===== config.mk =====
export PLATFORM = sky130hd
export DESIGN_NAME = alu_issue_stage
export DESIGN_NICKNAME = d
export VERILOG_FILES = /design/src/rtl/alu_issue_stage.sv
export SDC_FILE = /design/constraint.sdc
export NUM_CORES = 1
export LEC_CHECK = 0
export ABC_AREA = 1
export BUFFER_PORTS_ARGS = -buffer_cell sky130_fd_sc_hd__buf_2
export CAP_MARGIN = 20
export CELL_PAD_IN_SITES_DETAIL_PLACEMENT = 0
export CELL_PAD_IN_SITES_GLOBAL_PLACEMENT = 1
export CORE_MARGIN = 5
export CORE_UTILIZATION = 34
export DETAILED_ROUTE_END_ITERATION = 16
export PLACE_DENSITY = 0.77
export SLEW_MARGIN = 20
export SYNTH_ARGS = -nofsm -noshare
export SYNTH_HDL_FRONTEND = slang
export SYNTH_SLANG_ARGS = --single-unit

===== constraint.sdc =====
create_clock -name CLK -period 1.8 [get_ports CLK]
set_clock_uncertainty 0.15 [all_clocks]
set_input_delay 0.36 -clock CLK [delete_from_list [all_inputs] [get_ports CLK]]
set_output_delay 0.36 -clock CLK [all_outputs]
set_load 0.02 [all_outputs]

===== src/rtl/alu_issue_stage.sv =====
// ALU decode/issue stage.
// Decodes an RV32I instruction and its register operands into ALU inputs
// (A, B, ALU_FUN, ILLEGAL). The result is held in a registered valid/ready
// slot that has an optional skid entry. Only XLEN = 32 is supported.
module alu_issue_stage #(
   parameter int XLEN    = 32,
   parameter bit SKID_EN = 1'b1
) (
   input  logic            CLK,
   input  logic            RST_N,
   input  logic            FLUSH,
   input  logic            IN_VALID,
   output logic            IN_READY,
   input  logic [31:0]     INSTR,
   input  logic [XLEN-1:0] PC,
   input  logic [XLEN-1:0] RS1_DATA,
   input  logic [XLEN-1:0] RS2_DATA,
   output logic            OUT_VALID,
   input  logic            OUT_READY,
   output logic [XLEN-1:0] A,
   output logic [XLEN-1:0] B,
   output logic [3:0]      ALU_FUN,
   output logic            ILLEGAL
);

   typedef struct packed {
      logic            illegal;
      logic [3:0]      fun;
      logic [XLEN-1:0] a;
      logic [XLEN-1:0] b;
   } entry_t;

   localparam logic [6:0] OPC_OP     = 7'b0110011;
   localparam logic [6:0] OPC_OP_IMM = 7'b0010011;
   localparam logic [6:0] OPC_LUI    = 7'b0110111;
   localparam logic [6:0] OPC_AUIPC  = 7'b0010111;
   localparam logic [6:0] OPC_JAL    = 7'b1101111;
   localparam logic [6:0] OPC_JALR   = 7'b1100111;
   localparam logic [6:0] OPC_BRANCH = 7'b1100011;
   localparam logic [6:0] OPC_LOAD   = 7'b0000011;
   localparam logic [6:0] OPC_STORE  = 7'b0100011;

   localparam logic [3:0] FUN_ADD    = 4'b0000;
   localparam logic [3:0] FUN_COPY_A = 4'b1001;

   localparam logic [6:0] F7_BASE = 7'b0000000;
   localparam logic [6:0] F7_ALT  = 7'b0100000;

   // Pure decode: instruction and operands in, ALU entry out.
   // Illegal entries carry zeroed operands and function code.
   function automatic entry_t decode_entry(input logic [31:0]     instr,
                                           input logic [XLEN-1:0] pc,
                                           input logic [XLEN-1:0] rs1,
                                           input logic [XLEN-1:0] rs2);
      entry_t      e;
      logic [6:0]  f7;
      logic [2:0]  f3;
      logic [31:0] imm_i;
      logic [31:0] imm_s;
      logic [31:0] imm_b;
      logic [31:0] imm_u;
      logic [31:0] imm_j;
      f7    = instr[31:25];
      f3    = instr[14:12];
      imm_i = {{20{instr[31]}}, instr[31:20]};
      imm_s = {{20{instr[31]}}, instr[31:25], instr[11:7]};
      imm_b = {{19{instr[31]}}, instr[31], instr[7], instr[30:25], instr[11:8], 1'b0};
      imm_u = {instr[31:12], 12'b0};
      imm_j = {{11{instr[31]}}, instr[31], instr[19:12], instr[20], instr[30:21], 1'b0};
      e     = '0;
      case (instr[6:0])
         OPC_OP: begin
            e.a       = rs1;
            e.b       = rs2;
            e.fun     = {f7[5], f3};
            e.illegal = !((f7 == F7_BASE) ||
                          ((f7 == F7_ALT) && ((f3 == 3'b000) || (f3 == 3'b101))));
         end
         OPC_OP_IMM: begin
            e.a = rs1;
            e.b = imm_i;
            if (f3 == 3'b101) begin
               // Shift-right immediates pick logical/arithmetic from f7[5].
               e.fun     = {f7[5], 3'b101};
               e.illegal = !((f7 == F7_BASE) || (f7 == F7_ALT));
            end else begin
               // No subtract-immediate: f3=000 is always add.
               e.fun     = {1'b0, f3};
               e.illegal = (f3 == 3'b001) && (f7 != F7_BASE);
            end
         end
         OPC_LUI: begin
            e.a   = imm_u;
            e.b   = '0;
            e.fun = FUN_COPY_A;
         end
         OPC_AUIPC: begin
            e.a   = pc;
            e.b   = imm_u;
            e.fun = FUN_ADD;
         end
         OPC_JAL: begin
            e.a   = pc;
            e.b   = imm_j;
            e.fun = FUN_ADD;
         end
         OPC_JALR: begin
            e.a       = rs1;
            e.b       = imm_i;
            e.fun     = FUN_ADD;
            e.illegal = (f3 != 3'b000);
         end
         OPC_BRANCH: begin
            // ALU computes the branch target; the compare lives elsewhere.
            e.a       = pc;
            e.b       = imm_b;
            e.fun     = FUN_ADD;
            e.illegal = (f3 == 3'b010) || (f3 == 3'b011);
         end
         OPC_LOAD: begin
            e.a   = rs1;
            e.b   = imm_i;
            e.fun = FUN_ADD;
         end
         OPC_STORE: begin
            e.a   = rs1;
            e.b   = imm_s;
            e.fun = FUN_ADD;
         end
         default: e.illegal = 1'b1;
      endcase
      if (e.illegal) begin
         e.a   = '0;
         e.b   = '0;
         e.fun = '0;
      end
      return e;
   endfunction

   entry_t dec_p0;
   entry_t main_p1;
   entry_t skid_p1;
   logic   main_vld_p1;
   logic   skid_vld_p1;
   logic   in_fire;
   logic   out_fire;

   // Decode the incoming entry combinationally.
   always_comb begin
      dec_p0 = decode_entry(INSTR, PC, RS1_DATA, RS2_DATA);
   end

   // With the skid entry, ready depends only on registered state. Without it,
   // ready looks through to OUT_READY.
   assign IN_READY = SKID_EN ? !skid_vld_p1 : (!main_vld_p1 || OUT_READY);
   assign in_fire  = IN_VALID && IN_READY;
   assign out_fire = main_vld_p1 && OUT_READY;

   // ---- stage p1: main slot and skid slot ----
   // Main slot refills when it is empty or consumed, from skid first to keep
   // FIFO order; otherwise an accepted entry parks in skid.
   always_ff @(posedge CLK or negedge RST_N) begin
      if (!RST_N) begin
         main_vld_p1 <= 1'b0;
         skid_vld_p1 <= 1'b0;
         main_p1     <= '0;
         skid_p1     <= '0;
      end else if (FLUSH) begin
         main_vld_p1 <= 1'b0;
         skid_vld_p1 <= 1'b0;
         main_p1     <= '0;
         skid_p1     <= '0;
      end else if (out_fire || !main_vld_p1) begin
         if (skid_vld_p1) begin
            main_p1     <= skid_p1;
            main_vld_p1 <= 1'b1;
            skid_vld_p1 <= 1'b0;
         end else if (in_fire) begin
            main_p1     <= dec_p0;
            main_vld_p1 <= 1'b1;
         end else begin
            main_vld_p1 <= 1'b0;
         end
      end else if (in_fire && SKID_EN) begin
         skid_p1     <= dec_p0;
         skid_vld_p1 <= 1'b1;
      end
   end

   assign OUT_VALID = main_vld_p1;
   assign A         = main_p1.a;
   assign B         = main_p1.b;
   assign ALU_FUN   = main_p1.fun;
   assign ILLEGAL   = main_p1.illegal;

endmodule

==> reports/metrics.csv, run 1 <==
stage,metric,value,unit
status,status,"finished, final reports clean",
timing,final setup vio count,0,
drt,Via Count,7962,
synth,post-synthesis sequential area ratio,0.462,
drt,drt pass-1 iters,7,
drt,DRC viols,0,
clock_tree,clock transition at the registers of the reported paths,0.06,ns
floorplan,Boundary Pins,204,
place,DP Area,9460,µm²
clock_tree,H-tree depth,4,
critical_path,reg2reg path depth,6,
critical_path,critical path's slowest cell,dfrtp_2,
clock_tree,Clock Sinks,140,
synth,Cell variety after synth,24,
clock_tree,CTS tree,done,
global_route,antenna violations before repair,3,
critical_path,WP buf/inv,2,
synth,asr flop ratio synth,1.00,
critical_path,"Data arrival, critical path",1.24,ns
timing,fmax,572,MHz
clock_tree,clock latency on the worst-skew pair,0.43,ns
pwr,Pleak,5.81,nW
timing,shortest period the worst path allows,1.75,ns
synth,Syn Nets,1221,
pwr,internal power,5.60,mW
synth,area share of the largest cell type after synthesis,0.462,
place,DPL Wire Length,19400,µm
synth,post-synthesis register bit count,140,
drt,Vias/cell,4.92,
global_route,total gr overflow,0,
synth,Main synth FF type,dfrtp_1,
pwr,sequential fraction of design power,0.412,
global_route,Total Routing Usage GR,0.212,
floorplan,CORE AREA,21900,µm²
synth,Mapped Area,7580,µm²
critical_path,cell family with most CP delay,flip-flops,
pwr,Switching Power,2.13,mW
timing,final worst-path cycle share,0.970,
run,Max Cap Viol,0,
critical_path,Worst EP required,1.29,ns
floorplan,Die ar.,25400,µm²
pwr,Total Power,7.73,mW
final_layout,final core utilization,0.466,
final_layout,Final #Nets,1457,
pwr,Clk pwr share,0.471,
synth,most frequent cell after synthesis,nand2_1,
floorplan,die height,159,µm
critical_path,worst flop-to-flop path endpoint,B[29],
drt,routed len/inst,17.1,µm
final_layout,share of cells above drive strength 1,0.263,
timing,Final Hold Slack,0.0894,ns
timing,headroom to the max-slew limit,0.669,
critical_path,Setup Crit Path Kind,register to primary output,
synth,"area leader, netlist",dfrtp_1,
drt,ANT nets after route,0,
place,GPL Wtd Cong,0.856,
global_route,first-pass GRT wire length,43300,µm
timing,Final Hold Fails,0,
final_layout,Layout Cells excl Fill,1619,
clock_tree,CTS Buf Count,17,
synth,Mean Syn Cell Area,6.97,µm²
clock_tree,CTS Buffer Depth,2,
synth,Syn Inst Count,1088,
worst_hold_path,worst hold endpoint,skid_vld_p1,
final_layout,Area Growth Syn to Fin,34.6,%
clock_tree,Root Buffer,clkbuf_16,
pwr,pwr dens,758,nW/µm²
floorplan,row count,54,
timing,max-slew violation count,0,
pwr,Peak VDD IR,0.554,mV
critical_path,CP cell instances,inv_6 -> buf_2,
worst_hold_path,worst hold path class,input port to register,
critical_path,Worst Path Max Fanout,10,
critical_path,CP max stage delay,0.47,ns
critical_path,r2r setup slk,0.14,ns
global_route,largest net degree at the start of global routing,70,
critical_path,worst reg2reg startpoint,skid_vld_p1,
pwr,switching share of power,0.276,
drt,Iter 0 DRT Violations,469,
pwr,Comb pwr share,0.117,
place,port bufs,203,
global_route,vias in the first global route,7705,
final_layout,design area,10200,µm²
floorplan,Die W,159,µm
floorplan,Initial Util,0.346,
synth,Ys Warns,0,
synth,"EDFF count, synth",0,
timing,worst slew pin tran,0.496,ns
critical_path,crit end category,primary output,
critical_path,critical path startpoint category,register,
synth,"top cells by area, synth","dfrtp_1, nand2_1, nand3_1",
worst_hold_path,hold path startpoint,IN_VALID,
drt,Routed WL,27700,µm
worst_hold_path,hold path cells,3,
place,Placed Instances,1578,
synth,"top cells by count, synth","nand2_1, dfrtp_1, nand3_1",
worst min-delay path, cell delays in order:
cell and delay (ns):
buf_2 0.09, nor2_1 0.07, nor2_1 0.11
metrics by stage:
stage | setup slack, ns | TNS (ns)
4_1_cts | 0.0181 | 0
6_report | 0.0531 | 0
5_1_grt | -0.0323 | -0.181
2_1_floorplan | 0.000168 | 0
3_5_place_dp | -0.427 | -36.93
3_3_place_gp | -0.385 | -33.50
cells in the final DEF, fill, tap and decap left out, drive strengths merged:
cell type	n
nand3	104
a21o	1
o22ai	69
clkinv	1
a21oi	68
nor2	25
inv	108
o211ai	7
clkbuf	19
nor3	3
clkinvlp	3
nand4	9
diode	2
o21ai	4
dfrtp	140
bufinv	2
dlygate4sd3	1
buf	286
nand2	487
final cells by class:
type	count	area [µm²]
diodes	2	5.00
repair buffers	289	1890
inverters	99	377
flip-flops and latches	140	3500
clock inverters	15	174
fillers	2296	11700
multi-input cells	777	3480
well taps	280	350
clock buffers	17	425
worst max path at each step:
stage	from	endpoint	slack (ns)	depth (start not counted)
after detailed placement	INSTR[3]	A[13]	-0.43	14
final	skid_vld_p1	IN_READY	0.05	2
after global placement	INSTR[3]	A[13]	-0.38	14
after CTS	skid_vld_p1	IN_READY	0.02	2
after floorplan	INSTR[31]	A[29]	0.0002	14
after global routing	INSTR[3]	B[15]	-0.03	16
routing by layer:
layer	GRT usage	routed length, µm	share of wire
met3	0.0510	1920	0.069
met2	0.314	12500	0.45
met4	0.0644	562	0.020
met1	0.308	12800	0.46
met5	0	7	0.00025
flip-flops by register name, indices dropped and copies added, names as in the netlist:
name         flops
A               32
ALU_FUN          4
B               32
ILLEGAL          1
OUT_VALID        1
skid_p1         69
skid_vld_p1      1
power groups by stage:
stage | Combinational (mW) | Sequential, mW | Clock, mW
after floorplan | 0.327 | 3.27 | 0
after global placement | 0.877 | 3.25 | 0
after detailed placement | 0.877 | 3.25 | 0
after CTS | 0.884 | 3.19 | 3.70
after global routing | 0.989 | 3.19 | 3.86
final | 0.903 | 3.19 | 3.64
timing repair:
item	4_1_cts	5_1_grt
hold buffers	1	0
pin swaps	0	2
endpoints found under the hold margin	36	0
setup buffers	0	4
gates cloned	0	2
resized for setup	1	10
setup endpoints to repair	1	70
logic make-up after synthesis:
| group | synth area share |
|---|---|
| AOI/OAI and AO/OA | 0.112 |
| buffers and inverters | 0.0895 |
| DFF | 0.462 |
| and+or+nand+nor | 0.336 |
(Power assumes the default switching activity.)
==> inputs of run 2 (changes only) <==
- PLACE_DENSITY: 0.77 -> default
- PLACE_DENSITY_LB_ADDON: default -> 0.1
- SETUP_SLACK_MARGIN: default -> 0.2
==> run 2 against run 1 <==
  * Critical path depth is 11 higher
  * Critical endpoint is now skid_p1[66]
  * Critical path type is now input port to register
  * Non-clock buffer count rose by 38
  * Sequential power barely moved
  * Flip-flop and latch count is the same
  * First-iteration DRC count increased by 26%
==> reports/metrics.csv, run 2 (synthesis gave the netlist of run 1 again) <==
stage,metric,value,unit,change
timing,RSZ-0062 raised after global routing,yes,,
drt,ANT nets after route,0,,unchanged
drt,Via Count,8494,,+6.7%
clock_tree,clock transition at the registers of the reported paths,0.06,ns,about the same
final_layout,Layout Cells excl Fill,1655,,+2.2%
global_route,vias in the first global route,8198,,+6.4%
critical_path,Setup Crit Path Kind,input port to register,,
timing,fmax,595,MHz,+3.9%
timing,final setup vio count,0,,unchanged
global_route,total gr overflow,0,,unchanged
timing,headroom to the max-slew limit,0.675,,+0.00594
drt,Iter 0 DRT Violations,593,,+26%
critical_path,CP cell instances,buf_2 -> nor2_1 -> nand2_1 -> nor2_4 -> nor2_4 -> nand2_2 -> nand3_4 -> nor2_4 -> buf_6 -> buf_12 -> nand2_4 -> buf_6 -> o22ai_2,,
critical_path,CP endpoint,skid_p1[66],,
final_layout,Area Growth Syn to Fin,56.2,%,
floorplan,Initial Util,0.346,,unchanged
timing,max-slew violation count,0,,unchanged
floorplan,Die ar.,25400,µm²,unchanged
timing,Final Hold Fails,0,,unchanged
clock_tree,clock latency on the worst-skew pair,0.43,ns,about the same
critical_path,CP max stage delay,0.19,ns,-0.28 ns
place,DP Area,9500,µm²,+0.49%
critical_path,WP buf/inv,4,,+2
timing,Final Hold Slack,0.143,ns,+0.0531 ns
worst_hold_path,hold path startpoint,PC[8],,
final_layout,most frequent cells in the layout,"nand2_1, buf_2, dfrtp_1, inv_1, nand3_1",,
floorplan,row count,54,,unchanged
pwr,Pleak,7.04,nW,+21%
critical_path,Worst EP required,2.00,ns,+0.71 ns
run,Max Cap Viol,0,,unchanged
pwr,Peak VDD IR,0.462,mV,-17%
final_layout,share of cells above drive strength 1,0.400,,+0.137
drt,DRC viols,0,,unchanged
final_layout,Final #Nets,1495,,+2.6%
clock_tree,CTS Buffer Depth,2,,unchanged
critical_path,worst flop-to-flop path endpoint,A[0],,
timing,setup TNS,0,ns,unchanged
clock_tree,Root Buffer,clkbuf_16,,
final_layout,"commonest non-fill, non-tap cell in the layout",nand2_1,,
global_route,Total Routing Usage GR,0.231,,+0.0193
global_route,antenna violations before repair,1,,-2
status,status,"finished, final reports clean",,
critical_path,critical path startpoint category,input port,,
critical_path,worst reg2reg startpoint,skid_vld_p1,,
critical_path,"Data arrival, critical path",1.88,ns,+0.64 ns
critical_path,Worst Path Max Fanout,5,,-5
clock_tree,CTS tree,done,,
critical_path,cell family with most CP delay,simple AND/OR/NAND/NOR gates,,
timing,final worst-path cycle share,0.934,,-0.0367
timing,worst slew pin tran,0.487,ns,-0.00890 ns
floorplan,die height,159,µm,unchanged
final_layout,Register Area,3510,µm²,about the same
timing,shortest period the worst path allows,1.68,ns,-0.0661 ns
critical_path,critical path's slowest cell,nor2_4,,
critical_path,WP depth,13,,+11
critical_path,Worst path most repeated cell,nor2_4,,
drt,Routed WL,33900,µm,+22%
clock_tree,H-tree depth,4,,unchanged
final_layout,fillers,2215,,-3.5%
final_layout,design area,11800,µm²,+16%
global_route,largest net degree at the start of global routing,70,,unchanged
global_route,first-pass GRT wire length,47000,µm,+8.5%
worst_hold_path,worst hold path class,input port to register,,
floorplan,CORE AREA,21900,µm²,unchanged
drt,routed len/inst,20.5,µm,+20%
pwr,pwr dens,694,nW/µm²,-8.5%
final_layout,Reg with most FFs,skid_p1,,
critical_path,crit path from,INSTR[31],,
critical_path,reg2reg path depth,7,,+1
pwr,Total Power,8.22,mW,+6.2%
place,Placed Instances,1574,,-0.25%
clock_tree,CTS Buf Count,17,,unchanged
floorplan,Die W,159,µm,unchanged
place,port bufs,203,,unchanged
clock_tree,Clock Sinks,140,,unchanged
place,GPL Wtd Cong,0.852,,-0.41%
final_layout,Ant. Diodes,0,,-2
drt,Vias/cell,5.13,,+4.4%
critical_path,crit end category,register,,
drt,drt pass-1 iters,5,,-2
floorplan,Boundary Pins,204,,unchanged
final_layout,multi-input logic area,4320,µm²,+24%
place,DPL Wire Length,20200,µm,+4.1%
final_layout,Largest register FFs,69,,unchanged
critical_path,r2r setup slk,0.14,ns,about the same
run 2: cell types whose count changed in the layout (fill, tap and decap cells not counted), sizes merged:
| cell | delta |
|---|---|
| buf | +28 |
| bufinv | +1 |
| clkbuf | +11 |
| clkinv | +4 |
| clkinvlp | -2 |
| diode | -2 |
| inv | -4 |
run 2: area by class of cell:
class                   count  area share
multi-input cells         777       0.365
flip-flops and latches    140       0.296
repair buffers            327       0.224
clock buffers              18      0.0371
inverters                  99      0.0333
well taps                 280      0.0296
clock inverters            14      0.0155
run 2: repair_timing:
action	in CTS	in global routing
hold buffers	1	0
endpoints found under the hold margin	38	0
resized for setup	112	158
pin swaps	15	36
cloned	6	17
setup buffers	19	6
endpoints found under the setup margin	107	139
run 2: worst min path at each step:
| stage | slack, ns | depth (start not counted) | endpoint |
|---|---|---|---|
| 2_1_floorplan | -0.09 | 0 | ALU_FUN[0] |
| 3_5_place_dp | 0.19 | 1 | A[8] |
| 3_3_place_gp | 0.19 | 1 | A[8] |
| 5_1_grt | 0.17 | 5 | skid_p1[35] |
| 4_1_cts | 0.06 | 3 | skid_vld_p1 |
| 6_report | 0.14 | 5 | skid_p1[40] |
run 2: routing by layer:
metal	global-route usage	routed length (µm)
met1	0.323	14800
met2	0.374	16500
met3	0.0427	2060
met4	0.0551	492
met5	0	7
run 2: where the power goes:
| group | total [mW] | switching (mW) | internal (mW) |
|---|---|---|---|
| clock network | 3.79 | 1.54 | 2.25 |
| registers | 3.19 | 0.0174 | 3.17 |
| logic | 1.24 | 0.743 | 0.492 |
| total | 8.22 | 2.30 | 5.91 |
run 2: through the flow:
step / util / worst slack (ns)
final: 0.541 / 0.119
after global routing: 0.541 / 0.0546
after CTS: 0.493 / 0.156
after detailed placement: 0.434 / -0.376
after global placement: 0.434 / -0.399
after floorplan: - / 0.0341
run 2: tightest hold or removal path, cell delays in order:
cell and delay, ns:
buf_2 0.10, nand2_1 0.05, nand2_1 0.05, nand2_2 0.07, o22ai_1 0.05
==> inputs of run 3 (changes only) <==
- CORE_ASPECT_RATIO: default -> 2
==> run 3 against run 2 <==
  * Flip-flop and latch count unchanged
  * Sequential share of layout area up 1.1 points
  * Non-clock buffer count up 1
  * Final area fell by 3.5%
  * Clock-buffer cell count increased by 5
  * Power is 3.7% lower
  * Maximum frequency is 5.8% lower
  * Die area rose by 0.71%
  * Final cell count about the same
  * Critical path type unchanged
  * Critical endpoint is now B[29]
==> reports/metrics.csv, run 3 (synthesis gave the netlist of run 1 again) <==
stage,metric,value,unit,change
floorplan,die height,221,µm,+39%
pwr,pwr dens,693,nW/µm²,-0.16%
timing,RSZ-0062 raised after global routing,yes,,
clock_tree,CTS Buffer Depth,2,,unchanged
timing,shortest period the worst path allows,1.78,ns,+0.104 ns
critical_path,cell family with most CP delay,simple AND/OR/NAND/NOR gates,,
timing,Final Hold Fails,0,,unchanged
clock_tree,Root Buffer,clkbuf_16,,
clock_tree,H-tree depth,4,,unchanged
floorplan,Boundary Pins,204,,unchanged
drt,Iter 0 DRT Violations,507,,-15%
status,status,"finished, final reports clean",,
final_layout,Reg with most FFs,skid_p1,,
clock_tree,CTS Buf Count,17,,unchanged
place,DP Area,9600,µm²,+1.1%
floorplan,Die ar.,25600,µm²,+0.71%
final_layout,Largest register FFs,69,,unchanged
timing,worst slew pin tran,0.466,ns,-0.0210 ns
final_layout,final core utilization,0.518,,-0.0232
place,GPL Wtd Cong,0.941,,+10%
critical_path,worst reg2reg startpoint,skid_vld_p1,,
drt,ANT nets after route,0,,unchanged
critical_path,crit end category,register,,
pwr,Comb pwr share,0.148,,-0.002
global_route,vias in the first global route,8514,,+3.9%
pwr,Pleak,6.75,nW,-4.0%
drt,Via Count,8464,,-0.35%
final_layout,design area,11400,µm²,-3.5%
worst_hold_path,hold path startpoint,OUT_READY,,
critical_path,critical path's slowest cell,nor3_4,,
floorplan,row count,77,,+43%
drt,Vias/cell,5.12,,-0.29%
place,DPL Wire Length,22200,µm,+10%
final_layout,share of cells above drive strength 1,0.355,,-0.0446
final_layout,Layout Cells excl Fill,1654,,-0.060%
floorplan,Initial Util,0.344,,-0.00269
worst_hold_path,worst hold path class,input port to register,,
critical_path,CP max stage delay,0.25,ns,+0.06 ns
pwr,switching share of power,0.271,,-0.00908
pwr,Peak VDD IR,0.477,mV,+3.3%
pwr,internal power,5.77,mW,-2.5%
critical_path,Worst Path Max Fanout,7,,+2
pwr,Switching Power,2.15,mW,-6.8%
pwr,Clk pwr share,0.449,,-0.013
critical_path,WP buf/inv,6,,+2
global_route,Total Routing Usage GR,0.248,,+0.0171
critical_path,"Data arrival, critical path",1.96,ns,+0.08 ns
clock_tree,Clock Sinks,140,,unchanged
clock_tree,clock transition at the registers of the reported paths,0.06,ns,about the same
pwr,Total Power,7.91,mW,-3.7%
critical_path,Worst EP required,1.98,ns,-0.02 ns
run,Max Cap Viol,0,,unchanged
critical_path,crit path from,INSTR[6],,
drt,drt pass-1 iters,5,,unchanged
critical_path,critical path startpoint category,input port,,
place,Placed Instances,1583,,+0.57%
timing,final setup vio count,0,,unchanged
critical_path,CP cell instances,buf_2 -> inv_4 -> nand2_4 -> nor2_4 -> buf_4 -> nand2_4 -> nand2_2 -> nor3_4 -> nor2_4 -> buf_12 -> buf_12 -> clkbuf_16 -> nand2_4 -> nand2_1 -> nand2_1 -> nand2_1,,
timing,max-slew violation count,0,,unchanged
clock_tree,clock latency on the worst-skew pair,0.44,ns,about the same
final_layout,Final #Nets,1496,,+0.067%
critical_path,Setup Crit Path Kind,input port to register,,
global_route,antenna violations before repair,2,,+1
place,Setup WS pre-CTS,-0.470,ns,-0.0936 ns
global_route,first-pass GRT wire length,48500,µm,+3.2%
final_layout,most frequent cells in the layout,"nand2_1, buf_2, dfrtp_1, inv_1, nand3_1",,
timing,final worst-path cycle share,0.992,,+0.0578
final_layout,"commonest non-fill, non-tap cell in the layout",nand2_1,,
timing,setup TNS,0,ns,unchanged
drt,routed len/inst,20.4,µm,-0.50%
pwr,sequential fraction of design power,0.403,,+0.015
clock_tree,CTS tree,done,,
timing,headroom to the max-slew limit,0.688,,+0.0126
critical_path,r2r setup slk,0.14,ns,about the same
final_layout,Area Growth Syn to Fin,50.7,%,
timing,Final Hold Slack,0.145,ns,+0.00244 ns
floorplan,Die W,116,µm,-27%
place,port bufs,203,,unchanged
drt,Routed WL,33700,µm,-0.56%
timing,final worst slack,0.0152,ns,-0.104 ns
global_route,total gr overflow,0,,unchanged
timing,fmax,560,MHz,-5.8%
floorplan,CORE AREA,22100,µm²,+0.78%
drt,DRC viols,0,,unchanged
global_route,largest net degree at the start of global routing,60,,-14%
==> run 3: changes by cell type in the layout (fill, tap and decap cells not counted), moves of 5 or more <==
| cell | change |
|---|---|
| buf_4 | +17 |
| o22ai_2 | -5 |
| nand2_2 | -25 |
| nand2_4 | -16 |
| buf_6 | -14 |
| nor2_4 | -5 |
| nand2_1 | +41 |
==> run 3: layout make-up <==
cell class	instances	area (µm²)
antenna	2	5.00
clock buffer	23	468
clock inverter	9	113
fill	2230	10600
inverter	99	392
multi-input combinational	777	4050
sequential	140	3510
tap	276	345
timing repair buffer	328	2540
==> run 3: repair_timing <==
| item | 4_1_cts | 5_1_grt |
|---|---|---|
| hold buffers | 1 | 0 |
| hold endpoints to repair | 81 | 0 |
| pin swaps | 4 | 27 |
| setup buffers | 11 | 11 |
| gates cloned | 3 | 11 |
| resized for setup | 22 | 148 |
| setup endpoints to repair | 139 | 139 |
==> run 3: path summary, 6_finish.rpt <==
check / end / cells past startpoint
setup / recovery: B[29] / 16
max in group asynchronous: skid_vld_p1 / 3
hold / removal: skid_vld_p1 / 6
min in group asynchronous: skid_p1[54] / 2
setup reg to reg: B[20] / 7
hold reg to reg: A[9] / 2
==> run 3: power groups by stage <==
stage               sequential, mW  clock, mW  combinational [mW]
CTS                           3.19       3.61               0.999
global route                  3.19       3.72                1.24
finish                        3.19       3.55                1.17
detailed placement            3.25          0               0.918
global placement              3.25          0               0.919
floorplan                     3.27          0               0.340
==> run 3: worst reg2reg max path, stage by stage (launching register included) <==
cell and delay, ns:
dfrtp_2 0.44, buf_8 0.16, inv_8 0.06, buf_4 0.20, buf_4 0.32, nand2_1 0.09
nand2_1 0.08, nand2_1 0.05
==> run 3: routing by layer <==
layer | vias to the layer above | share of wire | global-route usage
met5 | - | 0 | 0
met4 | 0 | 0.056 | 0.126
met3 | 88 | 0.047 | 0.0366
met2 | 290 | 0.53 | 0.436
met1 | 4046 | 0.37 | 0.287
li1 | 4040 | - | -
